### src/rtl/fpu_lzc_norm_pipe.sv
// Two-stage leading/trailing-zero counter with normalizing shifter for FPU mantissas.
// Stage 1 finds the first one; stage 2 shifts the operand and drives the outputs.
module fpu_lzc_norm_pipe #(
  parameter  int WIDTH = 32,
  parameter  int TAG_W = 4,
  localparam int CW    = $clog2(WIDTH)
) (
  input  logic             clk_i,
  input  logic             rst_i,
  input  logic             flush_i,
  input  logic             valid_i,
  output logic             ready_o,
  input  logic [WIDTH-1:0] data_i,
  input  logic             mode_i,
  input  logic [TAG_W-1:0] tag_i,
  output logic             valid_o,
  input  logic             ready_i,
  output logic [CW-1:0]    cnt_o,
  output logic             no_ones_o,
  output logic [WIDTH-1:0] data_o,
  output logic [TAG_W-1:0] tag_o
);

  // Search vector is padded up to a power of two; padding leaves stay zero.
  localparam int P = 1 << CW;

  // Lowest set bit of v by halving the window at each level: if the lower
  // half is empty the answer lies in the upper half and that count bit is set.
  function automatic logic [CW-1:0] first_one(input logic [P-1:0] v);
    logic [P-1:0]  w;
    logic [P-1:0]  m;
    logic [CW-1:0] c;
    w = v;
    c = '0;
    for (int b = CW - 1; b >= 0; b--) begin
      m = {P{1'b1}} >> (P - (1 << b));
      if ((w & m) == '0) begin
        c[b] = 1'b1;
        w    = w >> (1 << b);
      end
    end
    return c;
  endfunction

  logic             s1_valid, s2_valid;
  logic [WIDTH-1:0] s1_data, s2_data;
  logic             s1_mode;
  logic [TAG_W-1:0] s1_tag, s2_tag;
  logic [CW-1:0]    s1_cnt, s2_cnt;
  logic             s1_no_ones, s2_no_ones;

  logic             s1_adv, s2_adv;
  logic [P-1:0]     search_v;
  logic [CW-1:0]    cnt_in;
  logic             no_ones_in;
  logic [WIDTH-1:0] shifted;

  assign s2_adv  = ~s2_valid | ready_i;
  assign s1_adv  = ~s1_valid | s2_adv;
  assign ready_o = s1_adv & ~rst_i;

  // Leading mode searches the bit-reversed operand so one search serves both modes.
  always_comb begin
    // NOTE: every always_comb output gets a default first so no latch is inferred.
    search_v   = '0;
    no_ones_in = ~|data_i;
    if (mode_i) begin
      search_v[WIDTH-1:0] = data_i;
    end else begin
      for (int i = 0; i < WIDTH; i++) search_v[i] = data_i[WIDTH-1-i];
    end
    cnt_in = no_ones_in ? '0 : first_one(search_v);
  end

  always_comb begin
    shifted = s1_mode ? (s1_data >> s1_cnt) : (s1_data << s1_cnt);
  end

  always_ff @(posedge clk_i) begin
    if (rst_i) begin
      // NOTE: datapath registers are reset as well because the outputs must read zero out of reset.
      s1_valid   <= 1'b0;
      s1_data    <= '0;
      s1_mode    <= 1'b0;
      s1_tag     <= '0;
      s1_cnt     <= '0;
      s1_no_ones <= 1'b0;
      s2_valid   <= 1'b0;
      s2_data    <= '0;
      s2_tag     <= '0;
      s2_cnt     <= '0;
      s2_no_ones <= 1'b0;
    end else if (flush_i) begin
      s1_valid <= 1'b0;
      s2_valid <= 1'b0;
    end else begin
      if (s2_adv) begin
        s2_valid <= s1_valid;
        if (s1_valid) begin
          s2_data    <= shifted;
          s2_tag     <= s1_tag;
          s2_cnt     <= s1_cnt;
          s2_no_ones <= s1_no_ones;
        end
      end
      if (s1_adv) begin
        s1_valid <= valid_i;
        if (valid_i) begin
          s1_data    <= data_i;
          s1_mode    <= mode_i;
          s1_tag     <= tag_i;
          s1_cnt     <= cnt_in;
          s1_no_ones <= no_ones_in;
        end
      end
    end
  end

  assign valid_o   = s2_valid;
  assign data_o    = s2_data;
  assign cnt_o     = s2_cnt;
  assign no_ones_o = s2_no_ones;
  assign tag_o     = s2_tag;

endmodule
### config.mk
export PLATFORM = sky130hd
export DESIGN_NAME = fpu_lzc_norm_pipe
export DESIGN_NICKNAME = d
export VERILOG_FILES = /design/src/rtl/fpu_lzc_norm_pipe.sv
export SDC_FILE = /design/constraint.sdc
export NUM_CORES = 1
export LEC_CHECK = 0
export ABC_AREA = 1
export CORE_MARGIN = 2
export CORE_UTILIZATION = 55
export CTS_BUF_LIST = sky130_fd_sc_hd__clkbuf_8
export DETAILED_ROUTE_END_ITERATION = 10
export DONT_BUFFER_PORTS = 1
export GPL_TIMING_DRIVEN = 1
export HOLD_SLACK_MARGIN = 0.08
export PLACE_DENSITY_LB_ADDON = 0.15
export SYNTH_ARGS = -nofsm -noshare
export SYNTH_HDL_FRONTEND = slang
export SYNTH_SLANG_ARGS = --single-unit
### constraint.sdc
create_clock -name clk_i -period 2.1 [get_ports clk_i]
set_input_delay 0.42 -clock clk_i [delete_from_list [all_inputs] [get_ports clk_i]]
set_output_delay 0.42 -clock clk_i [all_outputs]
set_load 0.01 [all_outputs]
==> impl_metrics.toml <==
[placement]
io_buffers = 0
placedCellCount = 1335
dp.final_hpwl_um = 16580
gp_congestion = 0.9501

[clocking]
cts.path.max_buffers = 2
clock_sinks = 87
clkTransAtPathRegs_ps = 110
clk_latency_ps = 390
cts_buffers = 9
htree_levels = 3
cts_tree = "done"
cts_root_buffer = "clkbuf_8"

[route]
vias = 7854
ant_nets = 0
avgViaCountPerCell = 5.779
wirelength_um = 22290
drc = 0
drtIter0Drc = 778
wl_per_cell_um = 16.40
first_pass_iters = 9

[critical_path]
worst-path-max-fanout = 10
end_kind = "flip-flop"
critPathMostFrequentCell = "nand2_1"
critPathTopFamily = "compound AO/OA/AOI/OAI gates"
path_class = "flip-flop to flip-flop"
critPathLaunchType = "flip-flop"
cp_num_buf_inv = 3
regToRegSetupSlack_ps = 60
setup.worst_path.start = "s1_cnt[0]"
path_cells = "clkbuf_16, nand2_1, inv_1, a21oi_2, nand2_1, o21a_1, nand2_1, nand2_1, nand2_1, o21ai_1, a221oi_2, o21ai_1, o211ai_1, inv_1"
crit_arrival_ps = 2340
required_ps = 2400
max_stage_delay_ps = 390
slowest_stage = "dfxtp_4"
reg2reg_from = "s1_cnt[0]"

[cells_and_area]
nNetsFinal = 1249
area_growth_pct = 19.01
final_layout_size_suffix_gt1_frac = 0.1749
stdcell_count = 1359
num_antenna_cells = 0
nFillCells = 1121

[power]
p_switching_mw = 1.517
pwr-share-seq = 0.435
p_clk_frac = 0.281
combPwrFrac = 0.285
p_int_mw = 2.687
irDropWorstVdd_v = 0.0004427
p_sw_frac = 0.3608
powerDensity_nw_per_um2 = 522.1
p_leak_nw = 3.950

[worst_hold_path]
min_path_type = "input port to flip-flop"
hold_start = "rst_i"

[die]
dieArea_sq_um = 13200
die_x_um = 114.9
rows = 40
core_sq_um = 12010
initial_core_util = 0.5632
ios = 86
die_height_um = 114.9

[logic_synthesis]
synth_top_area_cell = "dfxtp_1"
yosysSeqAreaShare = 0.2574
synth_nets = 1201
synthCells = 1159
synthTopCellsByArea = "dfxtp_1 26%, nand2_1 17%, o21ai_0 14%"
ys_ff_latch = 87
synth_ff_type = "dfxtp_1"
yosysWarnings = 0
synth_edf_count = 0
syn_area_sq_um = 6765
synth.distinct_cells = 42
synth.top_cell.area_share = 0.2574
postSynthAreaPerCell_sq_um = 5.837
synthArstFlopShare = 0

[sta]
fin_setup_tns_ps = 0
rsz0062_at_grt = "yes"
max-slew-margin-rel = 0.5781
hold_violations = 0
final.period_utilization = 0.9734
min_period_ps = 2044
finalMaxSlewViolations = 0
tightest_slew_ps = 632.1
clock_skew_ps = 17.30
max_freq_mhz = 489.2
setup_viol_count_final = 0

[global_route]
grt_pass1_vias = 7057
grtUsageTotal = 0.3331
antenna_found_initial = 0
grt_max_degree = 65
grt_pass1_wl_um = 34800
grt_overflow = 0

[flow_run]
drv_cap = 0

[outcome]
status = "complete, no violations"
## final timing paths
kind         cells after the start          to
max                             14  data_o[10]
min                              1   s1_cnt[3]
max reg2reg                     14  data_o[10]
min reg2reg                      2  s1_data[1]
## flip-flops by register name, summed over array words and instances (netlist names)
signal,count
s1_cnt,5
s1_no_ones,1
tag_o,4
s1_mode,1
data_o,32
s1_valid,1
s1_tag,4
cnt_o,5
no_ones_o,1
valid_o,1
s1_data,32
## logic make-up (layout without fill, tap and decap cells)
group                  Yosys count  after routing  share of synthesized area
AOI/OAI and AO/OA              369            369                     0.3085
buffers and inverters          204            255                     0.1182
muxes                           13             13                    0.01923
DFF                             87             87                     0.2574
and+or+nand+nor                486            488                     0.2967
## cell type report
class	instances	area (sq um)	share of cell area
clock buffers	9	123.9	0.01538
clock inverters	7	80.08	0.009946
inverters	118	450.4	0.05594
multi-input cells	870	4403	0.5469
flip-flops and latches	87	1745	0.2168
well taps	147	183.9	0.02284
repair buffers	121	1065	0.1322
## synth_stat cells, drive strengths merged, types with 2 or more instances
cell     count
o21a         3
nor3         5
buf         22
nand3       43
a21boi       3
nor4         6
clkinv       3
or2          4
inv        115
a21o         3
o21bai       3
nand2      307
nor2       115
clkbuf      64
mux2i       13
a31oi        3
a41oi       11
nand4        5
dfxtp       87
o211ai      38
o221ai      11
a21oi      100
o21ai      186
o2111ai      2
## per-layer routing
layer  up-vias  wire (um)  global-route usage
met2       315      10130              0.5263
met1      3518       9655              0.4456
li1       3958          -                   -
met5         -          0                   0
met3        63       1723             0.06853
met4         0        783              0.1349
## worst reg2reg max path, stage by stage (launching register included)
cell and delay, ps:
dfxtp_4 390, clkbuf_16 170, nand2_1 80, inv_1 70, a21oi_2 170, nand2_1 90, o21a_1 120, nand2_1 60
nand2_1 90, nand2_1 70, o21ai_1 100, a221oi_2 270, o21ai_1 130, o211ai_1 100, inv_1 50
## cells in the final DEF (no fill, tap or decap), types with 4 or more instances in the layout
cell / n
buf_4: 107
o21ai_1: 39
o21ai_2: 9
inv_1: 107
clkbuf_8: 9
a21oi_1: 82
dfxtp_1: 86
nor2_4: 6
or2_2: 4
a21oi_2: 18
nand2_2: 15
o21ai_0: 138
a41oi_1: 11
o221ai_1: 10
o211ai_1: 38
buf_12: 9
nor4_1: 6
inv_2: 7
nand2_1: 292
mux2i_1: 11
nand3_1: 42
nand4_1: 5
nor3_1: 4
nor2_1: 106
## stage by stage
stage / util / hold slack (ps) / cell area, sq um / power (mW) / setup WS [ps]
final: 0.6703 / 92.45 / 8051 / 4.204 / 55.89
after global placement: 0.6311 / 462.3 / 7581 / 2.950 / -118.3
after global routing: 0.6703 / 85.91 / 8051 / 4.429 / -85.07
after detailed placement: 0.6311 / 463.5 / 7581 / 2.957 / -199.0
after CTS: 0.6494 / 83.72 / 7800 / 4.128 / 6.510
after floorplan: - / 444.7 / 6770 / 2.536 / -138.6
## power groups by stage
stage | sequential, mW | clock, mW | combinational, mW
2_1_floorplan | 1.83 | 0 | 0.709
3_3_place_gp | 1.86 | 0 | 1.09
3_5_place_dp | 1.86 | 0 | 1.10
4_1_cts | 1.82 | 1.20 | 1.11
5_1_grt | 1.84 | 1.26 | 1.33
6_report | 1.83 | 1.18 | 1.20
## timing repair
action                                  in CTS  in global routing
buffers inserted                             0                  2
gates resized for setup                      6                 92
pin swaps                                    0                 10
gates cloned                                 0                  4
hold endpoints to repair                     2                  2
endpoints found under the setup margin      12                 33
hold buffers                                 1                  1
No activity file was read; power rests on OpenSTA's default activity.
